## config.mk

```make
export PLATFORM = sky130hd
export DESIGN_NAME = dmem_arbiter
export DESIGN_NICKNAME = d
export VERILOG_FILES = /design/src/rtl/dmem_arbiter_pkg.sv /design/src/rtl/dmem_starve_ctr.sv /design/src/rtl/dmem_arbiter.sv
export SDC_FILE = /design/constraint.sdc
export NUM_CORES = 1
export LEC_CHECK = 0
export CAP_MARGIN = 20
export CELL_PAD_IN_SITES_DETAIL_PLACEMENT = 0
export CELL_PAD_IN_SITES_GLOBAL_PLACEMENT = 1
export CORE_ASPECT_RATIO = 2
export CORE_MARGIN = 5
export CORE_UTILIZATION = 15
export DETAILED_ROUTE_END_ITERATION = 10
export GPL_TIMING_DRIVEN = 0
export PLACE_DENSITY = 0.82
export SYNTH_ARGS = -nofsm -noshare
export SYNTH_HDL_FRONTEND = slang
export SYNTH_SLANG_ARGS = --single-unit
```

## constraint.sdc

```tcl
create_clock -name clk_50 -period 5.3 [get_ports clk_50]
set_input_delay 1.325 -clock clk_50 [delete_from_list [all_inputs] [get_ports clk_50]]
set_output_delay 1.325 -clock clk_50 [all_outputs]
set_load 0.05 [all_outputs]
```

## src/rtl/dmem_arbiter_pkg.sv

```systemverilog
// Shared types and constants for the two-port data-memory arbiter.
// Holds the FSM state encoding, port indices, request payload and the range check.
package dmem_arbiter_pkg;

   localparam int unsigned DATA_W = 32;
   localparam int unsigned ADDR_W = 32;

   typedef logic [0:0] state_t;
   localparam state_t P0_PRIO  = 1'b0;
   localparam state_t P1_FORCE = 1'b1;

   localparam logic [0:0] PORT_CPU = 1'b0;
   localparam logic [0:0] PORT_ACC = 1'b1;

   typedef struct packed {
      logic              we;
      logic [ADDR_W-1:0] addr;
      logic [DATA_W-1:0] wdata;
   } req_t;

   // Byte address is legal when below 4*depth_words; the low two bits cannot change the outcome.
   function automatic logic in_range(input logic [ADDR_W-1:0] addr, input int unsigned depth_words);
      logic [ADDR_W+1:0] lim;
      lim = (ADDR_W+2)'(depth_words) << 2;
      return ((ADDR_W+2)'(addr) < lim);
   endfunction

endpackage

```

## src/rtl/dmem_starve_ctr.sv

```systemverilog
// Starvation counter for the accelerator port; flags the edge where the limit is reached.
module dmem_starve_ctr #(
   parameter int unsigned STARVE_LIM = 4
) (
   input  logic clk_50,
   input  logic rst,
   input  logic p1_req,
   input  logic p1_gnt,
   output logic hit_c
);

   localparam int unsigned CNT_W = (STARVE_LIM < 1) ? 1 : $clog2(STARVE_LIM + 1);

   logic [CNT_W-1:0] starve_cnt;
   logic [CNT_W-1:0] cnt_nxt;

   // Count denied request cycles, saturating at the limit; any grant or idle cycle clears.
   always_comb begin
      cnt_nxt = '0;
      if (p1_req && !p1_gnt) begin
         if (starve_cnt != CNT_W'(STARVE_LIM))
            cnt_nxt = starve_cnt + CNT_W'(1);
         else
            cnt_nxt = starve_cnt;
      end
      hit_c = p1_req && !p1_gnt && (cnt_nxt == CNT_W'(STARVE_LIM));
   end

   always_ff @(posedge clk_50 or posedge rst) begin
      if (rst)
         starve_cnt <= '0;
      else
         starve_cnt <= cnt_nxt;
   end

endmodule

```

## src/rtl/dmem_arbiter.sv

```systemverilog
// Two-port data-memory arbiter: CPU port has priority, accelerator port gets a forced
// slot after a bounded number of denied cycles. Read data returns one cycle after grant.
module dmem_arbiter
   import dmem_arbiter_pkg::*;
#(
   parameter int unsigned STARVE_LIM  = 4,
   parameter int unsigned DEPTH_WORDS = 1024
) (
   input  logic              clk_50,
   input  logic              rst,
   input  logic              p0_req,
   input  logic              p0_we,
   input  logic [ADDR_W-1:0] p0_addr,
   input  logic [DATA_W-1:0] p0_wdata,
   input  logic              p1_req,
   input  logic              p1_we,
   input  logic [ADDR_W-1:0] p1_addr,
   input  logic [DATA_W-1:0] p1_wdata,
   output logic              p0_gnt,
   output logic              p1_gnt,
   output logic              p0_rvalid,
   output logic              p1_rvalid,
   output logic [DATA_W-1:0] p0_rdata,
   output logic [DATA_W-1:0] p1_rdata,
   output logic              p0_err,
   output logic              p1_err,
   output logic              MEMRead,
   output logic              MEMWrite,
   output logic [ADDR_W-1:0] ADDR,
   output logic [ADDR_W-1:0] WD,
   input  logic [DATA_W-1:0] RD
);

   state_t      state;
   state_t      state_nxt;
   req_t        p0_bus;
   req_t        p1_bus;
   req_t        sel;
   logic        gnt_any;
   logic        in_rng;
   logic        hit_c;
   logic [0:0]  rsp_tag;
   logic        rsp_oor;

   assign p0_bus = {p0_we, p0_addr, p0_wdata};
   assign p1_bus = {p1_we, p1_addr, p1_wdata};

   dmem_starve_ctr #(
      .STARVE_LIM (STARVE_LIM)
   ) u_starve_ctr (
      .clk_50 (clk_50),
      .rst    (rst),
      .p1_req (p1_req),
      .p1_gnt (p1_gnt),
      .hit_c  (hit_c)
   );

   // Grant decode and memory command drive; everything is quiet while reset is high.
   always_comb begin
      p0_gnt   = 1'b0;
      p1_gnt   = 1'b0;
      gnt_any  = 1'b0;
      sel      = '0;
      in_rng   = 1'b0;
      MEMRead  = 1'b0;
      MEMWrite = 1'b0;
      ADDR     = '0;
      WD       = '0;
      if (!rst) begin
         if (state == P1_FORCE) begin
            p1_gnt = p1_req;
         end else if (p0_req) begin
            p0_gnt = 1'b1;
         end else begin
            p1_gnt = p1_req;
         end
         gnt_any = p0_gnt || p1_gnt;
         sel     = p1_gnt ? p1_bus : p0_bus;
         in_rng  = in_range(sel.addr, DEPTH_WORDS);
         if (gnt_any && in_rng) begin
            MEMRead  = !sel.we;
            MEMWrite = sel.we;
            ADDR     = sel.addr;
            WD       = sel.wdata;
         end
      end
   end

   // Forced slot lasts exactly one cycle, whether or not the accelerator still requests.
   always_comb begin
      state_nxt = state;
      case (state)
         P0_PRIO:  if (hit_c) state_nxt = P1_FORCE;
         P1_FORCE: state_nxt = P0_PRIO;
         default:  state_nxt = P0_PRIO;
      endcase
   end

   always_ff @(posedge clk_50 or posedge rst) begin
      if (rst)
         state <= P0_PRIO;
      else
         state <= state_nxt;
   end

   // Response bookkeeping: the tag remembers which port owns the read in flight.
   always_ff @(posedge clk_50 or posedge rst) begin
      if (rst) begin
         rsp_tag   <= PORT_CPU;
         rsp_oor   <= 1'b0;
         p0_rvalid <= 1'b0;
         p1_rvalid <= 1'b0;
         p0_err    <= 1'b0;
         p1_err    <= 1'b0;
      end else begin
         p0_rvalid <= p0_gnt && !p0_we;
         p1_rvalid <= p1_gnt && !p1_we;
         p0_err    <= p0_gnt && !in_rng;
         p1_err    <= p1_gnt && !in_rng;
         if (gnt_any && !sel.we) begin
            rsp_tag <= p1_gnt ? PORT_ACC : PORT_CPU;
            rsp_oor <= !in_rng;
         end
      end
   end

   // Memory data is only forwarded to the tagged owner of an in-range read.
   always_comb begin
      p0_rdata = '0;
      p1_rdata = '0;
      if (!rsp_oor) begin
         if (p0_rvalid && (rsp_tag == PORT_CPU)) p0_rdata = RD;
         if (p1_rvalid && (rsp_tag == PORT_ACC)) p1_rdata = RD;
      end
   end

endmodule

```

== Yosys cells after proc, flatten, opt, wreduce, memory -nomap -nowiden ==
Cells that the tools add are included.

* Register bits after elaboration: 10
* Input port bits: 166
* Output and inout bits: 136
* Word-level logic and storage cells: 60

* $add $sub $neg: 1
* Order comparisons: 1
* Equality and inequality tests: 2
* Multiplexer cells: 29
* Bitwise gates (word level): 2
* Reduce and logical (&&, ||, !) cells: 17

{| class="wikitable"
|+ Operators with widths
! kind !! count
|-
| two-way mux 32 bit || 8
|-
| two-way mux 65 bit || 2
|-
| < comparator 32 x 13 -> 1 bit (second input constant) || 1
|-
| two-way mux 1 bit || 16
|-
| logical AND 1 bit || 10
|-
| zero test 1 bit || 6
|-
| two-way mux 3 bit || 2
|-
| adder 3 x 1 -> 3 bit (second input constant) || 1
|-
| == test 3 bit (second input constant) || 1
|-
| != test 3 bit (second input constant) || 1
|-
| NOT 1 bit || 2
|-
| one-hot mux 1 bit (2 select lines) || 1
|-
| logical OR 1 bit || 1
|}

== Depth between registers and ports, before layout ==
Gate-level depths: netlist (run 1).

* Word-level depth: 11
* Depth in mapped cells: 6
* Gate-level depth less buffers: 5

== Cells and area by module ==
From an unflattened synthesis (run 1), not the netlist that was laid out.

* Cell total of the unflattened synthesis: 298
* Area, all modules: 2,170.8 sq um

{| class="wikitable"
|+ By module, submodules not included
! module !! instances !! cells an instance !! area each (sq um)
|-
| dmem_arbiter || 1 || 277 || 1,976.9
|-
| dmem_starve_ctr || 1 || 21 || 193.9
|}

== Worst setup path before layout (run 1) ==
Ideal clock, no wire load.

* Kind: input -> output
* From: input port p0_addr[26]
* To: output port MEMWrite
* Data arrival time: 3.334 ns
* Slack: 0.641 ns
* Stages: 5
* Buffers on the path: 1
* Cells stage by stage: nor4_1 -> nand4_1 -> mux2_2 -> buf_6 -> a211oi_1

* Word-level cells in the longest chain between the ends: 5

{| class="wikitable"
|+ Ends and longest elaborated chain
! element !! RTL line !! source
|-
| start, declared || dmem_arbiter.sv:13 || <nowiki>input logic [ADDR_W-1:0] p0_addr,</nowiki>
|-
| two-way mux 65 bit || dmem_arbiter.sv:78 || <nowiki>sel = p1_gnt ? p1_bus : p0_bus;</nowiki>
|-
| < comparator 32 x 13 -> 1 bit || dmem_arbiter_pkg.sv:25 || <nowiki>return ((ADDR_W+2)'(addr) < lim);</nowiki>
|-
| logical AND 1 bit || dmem_arbiter.sv:80 || <nowiki>if (gnt_any && in_rng) begin</nowiki>
|-
| two-way mux 1 bit || dmem_arbiter.sv:80 ||
|-
| two-way mux 1 bit || dmem_arbiter.sv:69 || <nowiki>if (!rst) begin</nowiki>
|-
| end, declared || dmem_arbiter.sv:28 || <nowiki>output logic MEMWrite,</nowiki>
|}

No other way between the ends.

== Worst setup path in the final report (run 1) ==
* From: input port p1_addr[15]
* To: output port MEMRead

* Word-level cells in the longest chain between the ends: 5

{| class="wikitable"
|+ Ends and longest elaborated chain
! element !! RTL line !! source
|-
| start, declared || dmem_arbiter.sv:17 || <nowiki>input logic [ADDR_W-1:0] p1_addr,</nowiki>
|-
| two-way mux 65 bit || dmem_arbiter.sv:78 ||
|-
| < comparator 32 x 13 -> 1 bit || dmem_arbiter_pkg.sv:25 ||
|-
| logical AND 1 bit || dmem_arbiter.sv:80 ||
|-
| two-way mux 1 bit || dmem_arbiter.sv:80 ||
|-
| two-way mux 1 bit || dmem_arbiter.sv:69 ||
|-
| end, declared || dmem_arbiter.sv:27 || <nowiki>output logic MEMRead,</nowiki>
|}

No other way between the ends.

==> results by group, run 1 <==
Run status
  – Outcome: finished clean

Clock network
  – Clock Pin Slew Worst Setup and Hold Paths: 40 ps
  – Worst-Skew Late Latency: around 240 ps
  – Worst-case clock buffer depth: 2
  – TritonCTS clock tree: done
  – Clock sinks: 10
  – CTS Hold Buffers Added: 0
  – Num CTS Buffers: 3
  – Post-CTS Setup Inserts: 0
  – H-tree levels: 1
  – Root buffer cell: clkbuf_16

Cells and area
  – Final nets: 768
  – Layout Cells excl Fill: between 700 and 800
  – Most common cell after layout, fill and taps aside: clkdlybuf4s50_1
  – Final Core Density: ~38%
  – Commonest non-fill, non-tap cells in the layout: clkdlybuf4s50_1 (237), nor2_1 (71), mux2i_1 (44)
  – Final Cell Area: around 5300 um2
  – Fill count: 1,464
  – Layout cells sized above 1: around 13%
  – Area grow syn2layout: 148.6%

Floorplan
  – Die extent in y: 178.6 um
  – Core box area: 13,970 um2
  – Initial Util: 15.26%
  – Number of I/O pins: 302
  – Die width: between 90 and 100 um
  – Row Count: between 60 and 70
  – Die area: 16,840 um2

Synthesis
  – Cell count after synthesis: slightly below 300
  – FF+latch count, synth: 10
  – Area fraction of the dominant cell type after synthesis: 20.66%
  – Most used DFF post-synth: dfrtp_1
  – Fraction of registers with async set/reset: 100.0%
  – Mapped cell area: 2132 um2
  – YS warnings: 0
  – Sequential share of the synthesized area: 11.74%
  – Avg Inst Size Synth: 7.227 um2
  – Synth cell types: 32
  – Post-synth EDFFs: 0
  – Cell type with the largest total area after synthesis: mux2i_1
  – Synth top area cells: mux2i_1 (21%), nor3_2 (14%), nor2_1 (13%), dfrtp_1 (12%), nand2b_1 (9.7%)

Timing
  – Clock skew: 2.402 ps
  – RSZ-0062 raised after global routing: no
  – Crit path time final: a little over 5000 ps
  – Peak Freq: 194.5 MHz
  – Finish-stage setup viols: 0
  – Fin crit share: 97.03%
  – Hold WS: between 500 and 600 ps
  – Max-slew violation count: 0
  – Slew Limit Headroom: 63.51%
  – Final hold violations: 0
  – Slew @ Worst Pin: 545.7 ps
  – Setup ws final: 157.3 ps
  – Fin Setup TNS: 0 ps

Pwr
  – Clock power frac: a little under a third
  – Sw power: around 140 uW
  – Pwr dens: 90.19 nW/um2
  – Switch share: 29.10%
  – Leak: 2.243 nW
  – Gate power share: 51.6%
  – Peak supply drop: 80.58 uV
  – Pint: roughly 340 uW
  – Sequential Power Share: 17.5%
  – Tot Pwr: 478.0 uW

Routing
  – DR iter-0 viols: 47
  – Vias: 3,212
  – Detailed-route DRC error count: 0
  – Drt first pass iters: 4
  – Detailed Route WL: between 10,000 and 15,000 um
  – Post-route ant nets: 0
  – DR vias/cell: ~4.1
  – Routed WL per cell: 15.61 um

Critical path
  – Worst path bufs/invs: 3
  – R2R setup slack: 3690 ps
  – Crit Path Max Fanout: 10
  – CP Capture Type: primary output
  – Crit-path most repeated cell: clkdlybuf4s50_1
  – Worst path top cell family by delay: buffers and inverters
  – Max stage delay on crit path: 860 ps
  – CP max-delay cell: clkdlybuf4s50_1
  – Critical Path Source Type: primary input
  – CP arrival: ~3800 ps
  – CP Data Required Time: 3970 ps
  – WS Path Type: primary input to primary output
  – Cells along the critical path: clkdlybuf4s50_1, nor4_1, nand4_1, mux2_2, buf_6, nor3_1, clkdlybuf4s50_1

Placement
  – Placed Area: 5253 um2
  – Gp weighted congestion: between 0.8 and 0.9
  – Pre-CTS WS: -271.7 ps
  – Placed Instances: 784
  – # port buffers: 281
  – Detail Placement HPWL: 11,220 um

Run
  – Max_cap viols: 0

Global routing
  – Antenna violations before repair: 1
  – Grt ovf: 0
  – Global router's overall resource usage: 13.81%
  – Vias in the first global route: 3,539
  – Largest net degree at the start of global routing: 12
  – First-pass GRT wire length: 18,420 um

Worst hold path
  – Min-delay worst type: flip-flop to flip-flop
## power by group through the flow
| stage | clock network (mW) | logic [mW] | registers (mW) |
|---|---|---|---|
| final | 0.148 | 0.246 | 0.0835 |
| after detailed placement | 0 | 0.246 | 0.0848 |
| after floorplan | 0 | 0.0997 | 0.0879 |
| after global placement | 0 | 0.243 | 0.0844 |
| after global routing | 0.154 | 0.261 | 0.0844 |
| after CTS | 0.150 | 0.247 | 0.0838 |
## synth_stat cells, types with 2 or more instances
cell type,number
nor4_1,10
clkbuf_1,9
buf_6,4
nand3_1,3
nand4_1,2
buf_2,9
nand2_1,4
inv_1,5
nor3_2,30
o21a_1,2
nor2_1,71
o21ai_0,4
a21o_1,2
mux2i_1,44
ha_1,2
nor3_1,17
buf_4,21
dfrtp_1,10
nand2b_1,33
## timing repair
action | 4_1_cts | 5_1_grt
pin swaps | 0 | 0
setup endpoints to repair | 40 | 21
resized for setup | 40 | 11
## cell type report
class                   count  area [um2]  share of cell area [%]
diodes                      1       2.502                 0.04721
repair buffers            281        2765                   52.17
plain buffers              44       285.3                   5.382
clock buffers               4       88.84                   1.676
inverters                   5       22.52                  0.4249
well taps                 189       236.5                   4.462
flip-flops and latches     10       250.2                   4.721
multi-input cells         255        1649                   31.11
## layer usage
metal  global-route usage, %  routed length [um]
met5                       0                   0
met4                   3.858                 330
met3                   4.432                1370
met2                   28.08                6887
met1                   12.49                3731
## cell families (layout without fill, tap and decap cells)
family / Yosys count / after routing / share of synthesized area [%]
and+or+nand+nor: 175 / 175 / 47.30
xor gates and xnor gates: 1 / 1 / 0.4109
AOI/OAI and AO/OA: 12 / 12 / 3.756
buffers and inverters: 49 / 334 / 14.26
adders and majority gates: 2 / 2 / 1.174
muxes: 45 / 45 / 21.19
other: 1 / 21 / 0.1759
DFF: 10 / 10 / 11.74
## worst paths after layout
path | from | to | depth (start not counted)
setup / recovery | p1_addr[15] | MEMRead | 7
setup reg to reg | state | rsp_oor | 5
min in group asynchronous | rst | u_starve_ctr.starve_cnt[2] | 2
max in group asynchronous | rst | rsp_oor | 2
hold / removal | rsp_tag | rsp_tag | 1
hold reg to reg | rsp_tag | rsp_tag | 1
## sequential cells by signal, summed over array words and instances, names as in the netlist
signal                   flops
p1_rvalid                    1
p1_err                       1
rsp_tag                      1
state                        1
p0_err                       1
p0_rvalid                    1
u_starve_ctr.starve_cnt      3
rsp_oor                      1
(Power assumes the default switching activity.)
==> run 2, diff against run 1 <==
--- a/constraint.sdc
+++ b/constraint.sdc
@@ -3,2 +3,2 @@
 set_output_delay 1.325 -clock clk_50 [all_outputs]
-set_load 0.05 [all_outputs]
+set_load 0.02 [all_outputs]
==> results by group, run 2 (synthesized netlist as in run 1, its figures left out) <==
Cells and area
  – Biggest register: u_starve_ctr.starve_cnt
  – Most common cell after layout, fill and taps aside: clkdlybuf4s50_1
  – Max FFs per register: 3
  – Fill count: 1,443
  – Area grow syn2layout: 151.2%
  – Final nets: slightly below 800
  – Final Core Density: 38.34%
  – Layout Cells excl Fill: 790
  – Commonest non-fill, non-tap cells in the layout: clkdlybuf4s50_1 (281), nor2_1 (71), mux2i_1 (44)
  – Layout cells sized above 1: 12.33%

Floorplan
  – Initial Util: 15.26%
  – Die extent in y: 178.6 um
  – Number of I/O pins: approximately 300
  – Core box area: between 10,000 and 15,000 um2
  – Die area: approximately 17,000 um2
  – Row Count: a little over 60
  – Die width: 94.30 um

Pwr
  – Pint: 339.1 uW
  – Gate power share: 49.2%
  – Pwr dens: 84.95 nW/um2
  – Clock power frac: roughly 33%
  – Sw power: 115.9 uW
  – Leak: 1.986 nW
  – Tot Pwr: 454.9 uW
  – Sequential Power Share: between 10% and 20%
  – Switch share: about a quarter
  – Peak supply drop: about 80 uV

Timing
  – Finish-stage setup viols: 0
  – RSZ-0062 raised after global routing: no
  – Peak Freq: 193.2 MHz
  – Fin crit share: 97.65%
  – Setup ws final: 124.6 ps
  – Crit path time final: 5175 ps
  – Final hold violations: 0
  – Max-slew violation count: 0
  – Clock skew: 3.005 ps

Global routing
  – Grt ovf: 0
  – Vias in the first global route: between 3,000 and 4,000
  – Largest net degree at the start of global routing: 12
  – Antenna violations before repair: 1
  – First-pass GRT wire length: 18,480 um
  – Global router's overall resource usage: between 10% and 20%

Critical path
  – Worst path top cell family by delay: buffers and inverters
  – CP arrival: 3850 ps
  – Critical Path Source Type: primary input
  – CP max-delay cell: clkdlybuf4s50_1
  – Cells along the critical path: clkdlybuf4s50_1, nor4_1, nand4_1, mux2_2, clkbuf_1, nor3_1, clkdlybuf4s50_1
  – WS Path Type: primary input to primary output
  – CP Capture Type: primary output
  – Crit-path most repeated cell: clkdlybuf4s50_1
  – CP Data Required Time: 3970 ps
  – Max stage delay on crit path: 680 ps
  – Crit Path Max Fanout: 10
  – Worst path bufs/invs: 3

Run
  – Max_cap viols: 0

Clock network
  – Root buffer cell: clkbuf_16
  – TritonCTS clock tree: done
  – H-tree levels: 1
  – Num CTS Buffers: 3
  – Worst-case clock buffer depth: 2
  – Clock sinks: 10
  – Worst-Skew Late Latency: 240 ps
  – Clock Pin Slew Worst Setup and Hold Paths: around 40 ps

Routing
  – Detailed Route WL: 12,330 um
  – Detailed-route DRC error count: 0
  – Vias: 3,228
  – Drt first pass iters: 4
  – DR vias/cell: 4.086
  – DR iter-0 viols: 39
  – Post-route ant nets: 0
  – Routed WL per cell: 15.60 um

Placement
  – Placed Instances: 784
  – # port buffers: 281
  – Pre-CTS WS: -72.61 ps
  – Gp weighted congestion: 0.8224
  – Detail Placement HPWL: 11,220 um

Run status
  – Outcome: finished clean

Worst hold path
  – Min-delay worst type: flip-flop to flip-flop
==> run 2: changes by cell type in the layout (fill, tap and decap cells not counted), sizes merged <==
cell,before,now
clkdlybuf4s50,237,281
clkbuf,15,13
buf,35,36
dlymetal6s2s,4,0
dlygate4sd2,38,0
==> run 2: area by class of cell <==
cell class | count | area (um2) | share of cell area (%)
sequential | 10 | 250.2 | 4.673
clock buffer | 4 | 88.84 | 1.659
inverter | 5 | 22.52 | 0.4206
antenna | 1 | 2.502 | 0.04673
multi-input combinational | 255 | 1649 | 30.79
tap | 189 | 236.5 | 4.416
timing repair buffer | 282 | 2820 | 52.66
buffer | 44 | 285.3 | 5.327
==> run 2: repair_timing <==
action | CTS | global route
endpoints found under the setup margin | 2 | 21
setup buffers | 0 | 1
gates resized for setup | 1 | 0
hold buffers | 0 | 0
pin swaps | 0 | 0
==> run 2: path summary, 6_finish.rpt <==
kind / startpoint / endpoint / slack (ps) / depth (start not counted)
max: p1_addr[15] / ADDR[11] / 120 / 7
min in group asynchronous: rst / rsp_tag / 1470 / 2
max reg2reg: state / rsp_oor / 3690 / 5
max in group asynchronous: rst / u_starve_ctr.starve_cnt[0] / 3540 / 3
min: rsp_tag / rsp_tag / 530 / 1
min reg2reg: rsp_tag / rsp_tag / 530 / 1
==> run 2: through the flow <==
step           hold slack (ps)  TNS (ps)  area (um2)
2_1_floorplan            463.1         0        2203
3_3_place_gp             524.2    -175.8        5253
3_5_place_dp             533.9    -102.9        5253
4_1_cts                  541.1         0        5345
5_1_grt                  580.9         0        5353
6_report                 534.9         0        5355
==> run 2: power by group through the flow <==
stage          clock network (mW)  registers, mW  logic [mW]
2_1_floorplan                   0         0.0851      0.0794
3_3_place_gp                    0         0.0844       0.220
3_5_place_dp                    0         0.0848       0.223
4_1_cts                     0.150         0.0838       0.225
5_1_grt                     0.154         0.0844       0.239
6_report                    0.148         0.0835       0.224
==> run 2: metal layers <==
layer | track usage [%] | part of all wire (%)
met4 | 3.858 | 2.7
met5 | 0 | 0
met3 | 4.643 | 11
met2 | 28.11 | 56
met1 | 12.49 | 30
==> run 3, diff against run 2 <==
Settings changed: CORE_UTILIZATION 15 to 16, CTS_BUF_LIST set to sky130_fd_sc_hd__clkbuf_4 sky130_fd_sc_hd__clkbuf_8, PLACE_DENSITY 0.82 to 0.87.
==> results by group, run 3 (synthesized netlist as in run 1, its figures left out) <==
Global routing
  – Antenna violations before repair: 1
  – Global router's overall resource usage: 14.26%
  – Grt ovf: 0
  – Vias in the first global route: 3,365
  – First-pass GRT wire length: 17,860 um
  – Largest net degree at the start of global routing: 12

Run status
  – Outcome: finished clean

Clock network
  – Clock sinks: 10
  – H-tree levels: 1
  – Root buffer cell: clkbuf_8
  – Num CTS Buffers: 3
  – Clock Pin Slew Worst Setup and Hold Paths: 50 ps
  – Worst-Skew Late Latency: 240 ps
  – TritonCTS clock tree: done
  – CTS Hold Buffers Added: 0
  – Worst-case clock buffer depth: 2

Critical path
  – CP Capture Type: primary output
  – Crit Path Max Fanout: 10
  – CP Data Required Time: 3970 ps
  – Crit. path cell count: 8
  – R2r startpoint: state
  – Worst path top cell family by delay: buffers and inverters
  – CP Launch Point: p1_addr[19]
  – R2R setup slack: 3690 ps
  – Worst reg2reg path depth: 5
  – Cells along the critical path: clkdlybuf4s50_1, nor4_1, nand4_1, mux2_2, buf_6, buf_6, nor3_2, clkdlybuf4s50_1
  – WS Path Type: primary input to primary output
  – CP max-delay cell: clkdlybuf4s50_1
  – Critical Path Source Type: primary input
  – Worst path bufs/invs: 4
  – Max stage delay on crit path: 650 ps
  – CP arrival: 3770 ps
  – Critical path endpoint: WD[25]
  – Worst reg2reg path endpoint: rsp_oor

Cells and area
  – Area grow syn2layout: 150.1%
  – Final Cell Area: 5333 um2
  – Final nets: 774
  – Most common cell after layout, fill and taps aside: clkdlybuf4s50_1
  – Biggest register: u_starve_ctr.starve_cnt
  – Commonest non-fill, non-tap cells in the layout: clkdlybuf4s50_1 (279), nor2_1 (71), mux2i_1 (44)
  – Max FFs per register: 3
  – Layout cells sized above 1: 13.22%

Timing
  – Max-slew violation count: 0
  – Slew @ Worst Pin: 531.9 ps
  – Final hold violations: 0
  – Peak Freq: 196.1 MHz
  – Finish-stage setup viols: 0
  – Crit path time final: 5100 ps
  – RSZ-0062 raised after global routing: no
  – Slew Limit Headroom: 64.54%
  – Fin Setup TNS: 0 ps
  – Fin crit share: 96.22%
  – Clock skew: ~0.19 ps
  – Hold WS: approximately 540 ps

Routing
  – DR iter-0 viols: 43
  – Vias: ~3,200
  – Drt first pass iters: 4
  – Detailed-route DRC error count: 0
  – DR vias/cell: 4.276
  – Detailed Route WL: 12,250 um
  – Routed WL per cell: around 16 um
  – Post-route ant nets: 0

Worst hold path
  – Min-Delay Path Depth: 1
  – Worst min-delay path startpoint: rsp_tag
  – Min-delay worst type: flip-flop to flip-flop

Pwr
  – Pwr dens: approximately 76 nW/um2
  – Leak: between 2 and 2.5 nW
  – Peak supply drop: 66.17 uV
  – Tot Pwr: 407.2 uW

Placement
  – # port buffers: 281
  – Placed Area: approximately 5200 um2
  – Detail Placement HPWL: 11,130 um
  – Gp weighted congestion: ~0.85

Floorplan
  – Initial Util: 16.32%
  – Die extent in y: 173.3 um
  – Row Count: 59
  – Core box area: roughly 13,000 um2
  – Die area: 15,870 um2
  – Die width: about 92 um
  – Number of I/O pins: 302

Run
  – Max_cap viols: 0
-- run 3: cell types whose count changed in the layout (fill, tap and decap cells not counted), sizes merged --
cell / delta
buf: +5
dlymetal6s2s: +2
clkdlybuf4s50: -2
-- run 3: how the worst min path moves through the flow --
stage	to	slack [ps]
2_1_floorplan	rsp_tag	460
3_3_place_gp	rsp_tag	530
3_5_place_dp	rsp_tag	540
4_1_cts	rsp_tag	550
5_1_grt	rsp_tag	580
6_report	rsp_tag	540
-- run 3: timing repair --
item | CTS | global route
gates resized for setup | 3 | 2
buffers inserted | 0 | 6
cloned | 0 | 0
endpoints found under the setup margin | 36 | 32
-- run 3: final cells by class --
cell class	instances	area, um2
Antenna cell	1	2.502
Clock buffer	4	55.05
Timing Repair Buffer	287	2863
Buffer	44	285.3
Fill cell	1367	7734
Inverter	5	22.52
Sequential cell	10	250.2
Tap cell	152	190.2
Multi-Input combinational cell	255	1664
-- run 3: metal layers --
| layer | part of all wire (%) | vias to the layer above | global-route usage (%) |
|---|---|---|---|
| li1 | - | 1586 | - |
| met1 | 31 | 1427 | 12.57 |
| met2 | 57 | 217 | 30.17 |
| met3 | 11 | 11 | 3.388 |
| met4 | 1.9 | 0 | 4.030 |
| met5 | 0 | - | 0 |
-- run 3: through the flow --
step | worst slack, ps | cells | util [%]
after floorplan | 1243 | 314 | -
after global placement | -149.1 | 747 | 39.84
after detailed placement | -195.8 | 747 | 39.84
after CTS | 35.77 | 751 | 40.41
after global routing | 46.64 | 758 | 40.81
final | 200.3 | 758 | 40.81
-- run 3: report_power, final --
group / switching, mW / internal, mW
logic: 0.0801 / 0.148
clock network: 0.0304 / 0.0653
registers: 0.00315 / 0.0804
total: 0.114 / 0.294
==> patch 1 (config.mk and constraints of run 3) <==
`STARVE_LIM` is set to 4 in 2 places; all go to 16.
--- a/src/rtl/dmem_starve_ctr.sv
+++ b/src/rtl/dmem_starve_ctr.sv
@@ -1,5 +1,5 @@
 // Starvation counter for the accelerator port; flags the edge where the limit is reached.
 module dmem_starve_ctr #(
-   parameter int unsigned STARVE_LIM = 4
+   parameter int unsigned STARVE_LIM = 16
 ) (
    input  logic clk_50,
--- a/src/rtl/dmem_arbiter.sv
+++ b/src/rtl/dmem_arbiter.sv
@@ -4,5 +4,5 @@
    import dmem_arbiter_pkg::*;
 #(
-   parameter int unsigned STARVE_LIM  = 4,
+   parameter int unsigned STARVE_LIM  = 16,
    parameter int unsigned DEPTH_WORDS = 1024
 ) (
Formal check against the unedited RTL: not equivalent (a bounded check fails within 10 cycles, from zero or initial values and one cycle with rst high).
==> patch 1 against run 3 <==
- routed wire length increased by 4.7%
- clock skew increased by 3.7 ps
- global-route usage decreased by 0.31 points
- die area increased by 6.4%
- sequential cell count increased by 2
- count of clock-buffer cells in the layout unchanged
- clock power increased by 2.9%
- worst setup slack got worse by 26 ps
- total power increased by 4.0%
- area after synthesis increased by 7.0%
- critical path depth decreased by 1
- design area increased by 3.1%
- critical path type unchanged
- largest cell class unchanged
- highest routed layer unchanged
==> patch 1: results <==
metrics = {
    "status": {
        "run_status": "finished, final reports clean",
    },
    "route": {
        "avgViaCountPerCell": 4.16,
        "drt_iter0_markers": 53,
        "wl_met3_um": 1400,
        "wl_met1_um": 3810,
        "wl_per_cell_um": 15.9,
    },
    "synthesis": {
        "ys_types": 34,
        "synth.area.top_cells": "mux2i_1, nor3_2, dfrtp_1, nor2_1, nand2b_1",
        "muxShareOfSynthArea_pct": 20.7,
        "synth-compound-area-share_pct": 4.11,
        "yosys.area_share.adder_pct": 1.10,
        "synthTopCellsByCount": "nor2_1, mux2i_1, nand2b_1, nor3_2, buf_4",
        "ys_seq_area_share_pct": 13.2,
        "synth_xor_area_share_pct": 1.92,
    },
    "layout": {
        "seqCellArea_um2": 300,
        "clock_area_share_pct": 1.00,
        "antenna_cells": 0,
        "inv_count": 4,
        "largest_register_ff_count": 5,
        "num-multi-input-gates": 267,
        "nets": 785,
        "seq_cell_count": 12,
        "buffers": 329,
        "multi_input_area_share_pct": 31.7,
    },
    "grt": {
        "grt_first_pass_wirelength_um": 18100,
        "grt_max_degree": 14,
        "grt_pass1_vias": 3532,
        "grt_use_met3_pct": 3.95,
        "globalRouteTotalUtil_pct": 14.0,
        "grt_use_met1_pct": 11.9,
    },
    "min_path": {
        "holdCritStartpoint": "state$_DFF_PP0_",
    },
    "timing": {
        "worst_pin_slew_ps": 558,
        "fin_skew_ps": 3.87,
    },
    "setup_path": {
        "crit_arrival_ps": 3800,
        "critical_path.top_delay_family": "buffers and inverters",
        "max_stage_delay_ps": 690,
    },
    "power": {
        "p_leak_nw": 2.04,
        "ir_drop_mv": 0.0593,
    },
    "placed_design": {
        "hpwl_um": 11600,
        "gp_congestion": 0.859,
    },
}
-- patch 1: report_power, final --
part,switching [mW],internal (mW),total [mW],leakage [nW]
Combinational,0.0792,0.147,0.226,1.85
Clock,0.0330,0.0655,0.0985,0.0288
Sequential,0.00357,0.0954,0.0990,0.157
-- patch 1: path summary, 6_finish.rpt --
| kind | end | slack (ps) | depth (start not counted) |
|---|---|---|---|
| min | state$_DFF_PP0_ | 480 | 1 |
| max | WD[30] | 170 | 7 |
| max in group asynchronous | u_starve_ctr.starve_cnt[3]$_DFF_PP0_ | 3530 | 3 |
| max reg2reg | rsp_oor$_DFFE_PP0P_ | 3580 | 5 |
| min reg2reg | state$_DFF_PP0_ | 480 | 1 |
| min in group asynchronous | u_starve_ctr.starve_cnt[1]$_DFF_PP0_ | 1620 | 3 |
-- patch 1: worst reg2reg max path, cell delays in order (launching register included) --
cell      delay, ps
dfrtp_1         390
nand2b_1        230
nand2_1         130
mux2_2          380
buf_6           170
o31a_1          290
-- patch 1: per-stage QoR --
step / setup WS (ps) / setup TNS (ps) / std cells / cell area, µm²
after floorplan: 1190 / 0 / 327 / 2350
after detailed placement: -272 / -878 / 797 / 5400
after CTS: 47.2 / 0 / 801 / 5470
after global routing: 62.9 / 0 / 805 / 5500
after global placement: -281 / -561 / 797 / 5400
final: 174 / 0 / 805 / 5500
-- patch 1: timing repair --
| item | in CTS | in global routing |
|---|---|---|
| setup endpoints to repair | 38 | 32 |
| gates resized for setup | 2 | 0 |
| buffers inserted | 0 | 4 |
-- patch 1: cell families (layout without fill, tap and decap cells) --
kind of cell    Yosys count  after routing
mux                      47             47
buf+inv                  48            337
fa+ha+maj                 2              2
other cells               1             20
flops                    12             12
xor+xnor                  5              5
compound gates           14             14
simple gates            179            179
==> patch 2 (config.mk and constraints of run 3) <==
Made on the original files. The output `p0_err` loses its register stage (`p0_err` becomes a continuous assignment).
--- a/src/rtl/dmem_arbiter.sv
+++ b/src/rtl/dmem_arbiter.sv
@@ -111,10 +111,8 @@
          p0_rvalid <= 1'b0;
          p1_rvalid <= 1'b0;
-         p0_err    <= 1'b0;
          p1_err    <= 1'b0;
       end else begin
          p0_rvalid <= p0_gnt && !p0_we;
          p1_rvalid <= p1_gnt && !p1_we;
-         p0_err    <= p0_gnt && !in_rng;
          p1_err    <= p1_gnt && !in_rng;
          if (gnt_any && !sel.we) begin
@@ -124,4 +122,6 @@
       end
    end
+
+   assign p0_err = p0_gnt && !in_rng;
 
    // Memory data is only forwarded to the tagged owner of an in-range read.
Function: changed (Yosys sat finds a counterexample within 4 cycles, from zero or initial values and one cycle with rst high).
==> patch 2 against run 3 <==
- synthesized cell count down 0.34%
- highest routed layer unchanged
- hold slack about the same
- register-to-register slack about the same
- first-iteration DRC count down 16%
- total power down 6.3%
- fmax down 1.7%
- largest power group unchanged
- critical path type unchanged
- worst setup slack worse by 87 ps
- area after synthesis down 1.2%
- count of clock-buffer cells in the layout unchanged
- sequential cell count down 1
- routed wire length down 3.0%
- die area down 1.1%
- design area down 1.5%
==> patch 2: results <==
metrics = {
    "status": {
        "run_status": "finished, final reports clean",
    },
    "grt": {
        "grt_first_pass_wirelength_um": 16700,
        "grt_max_degree": 11,
        "met2_usage_pct": 28.9,
        "antenna_found_initial": 0,
        "globalRouteTotalUtil_pct": 13.3,
        "grt_pass1_vias": 3298,
        "grt_use_met1_pct": 10.7,
        "grt_use_met3_pct": 4.22,
    },
    "synthesis": {
        "synth_area_per_cell_um2": 7.17,
        "ys_types": 32,
        "ys_seq_area_share_pct": 10.7,
        "synth.area.top_cells": "mux2i_1, nor3_2, nor2_1, dfrtp_1, nand2b_1",
    },
    "layout": {
        "antenna_cells": 0,
        "fillers": 1345,
        "nets": 767,
        "drive_above_1_share_pct": 12.7,
        "largest_register_ff_count": 3,
    },
    "timing": {
        "fin_hold_ws_ps": 537,
        "fin_crit_sh_pct": 97.9,
        "fin_skew_ps": 1.83,
        "worst_pin_slew_ps": 511,
    },
    "placed_design": {
        "hpwl_um": 10900,
        "dp_cells": 746,
        "pre_cts_ws_ps": -164,
        "gp_congestion": 0.841,
    },
    "clock_network": {
        "path_clk_slew_ps": 40,
        "cts_buffers": 3,
    },
    "route": {
        "maxUsedRoutingLayer": "met4",
        "wl_per_cell_um": 15.9,
        "wl_met3_um": 1240,
        "totalWireLength_um": 11900,
        "wl_met1_um": 3490,
        "avgViaCountPerCell": 4.30,
        "drt_iter0_markers": 36,
        "route.met2.wl_um": 6930,
    },
    "power": {
        "p_sw_mw": 0.107,
        "ir_drop_mv": 0.0646,
        "p_leak_nw": 1.97,
    },
    "setup_path": {
        "rrSetupSlack_ps": 3700,
        "crit_arrival_ps": 3860,
    },
}
-- patch 2: kinds of logic after synthesis --
group / after synthesis / share of synthesized area, %
other: 1 / 0.178
multiplexers: 45 / 21.4
AND/OR/NAND/NOR: 175 / 47.9
AO/OA/AOI/OAI: 12 / 3.80
flip-flops: 9 / 10.7
buffers and inverters: 49 / 14.4
adder cells (fa/ha/maj): 2 / 1.19
XOR/XNOR: 1 / 0.416
-- patch 2: worst paths after layout --
kind	from	depth (start not counted)	to
setup / recovery	p1_addr[19]	8	WD[20]
hold / removal	rsp_tag$_DFFE_PP0P_	1	rsp_tag$_DFFE_PP0P_
setup reg to reg	state$_DFF_PP0_	5	rsp_oor$_DFFE_PP0P_
hold reg to reg	rsp_tag$_DFFE_PP0P_	1	rsp_tag$_DFFE_PP0P_
max in group asynchronous	rst	2	state$_DFF_PP0_
min in group asynchronous	rst	2	p1_err$_DFF_PP0_
-- patch 2: area by class of cell --
cell class | count | area share [%]
Sequential cell | 9 | 4.29
Buffer | 44 | 5.43
Tap cell | 152 | 3.62
Timing Repair Buffer | 281 | 53.6
Multi-Input combinational cell | 255 | 31.7
Inverter | 5 | 0.405
Clock buffer | 4 | 0.929
-- patch 2: repair_timing --
action / 4_1_cts / 5_1_grt
setup endpoints to repair: 3 / 33
gates resized for setup: 3 / 3
pin swaps: 1 / 0
hold buffers: 0 / 0
-- patch 2: power groups by stage --
stage	sequential, mW	combinational (mW)	clock [mW]
floorplan	0.0763	0.0798	0
global placement	0.0760	0.218	0
detailed placement	0.0764	0.222	0
CTS	0.0754	0.224	0.0822
global route	0.0756	0.238	0.0875
finish	0.0752	0.224	0.0825
-- patch 2: through the flow --
step	setup TNS [ps]	area [µm²]
floorplan	0	2180
global placement	-131	5180
detailed placement	-215	5180
CTS	0	5240
global route	0	5250
finish	0	5250
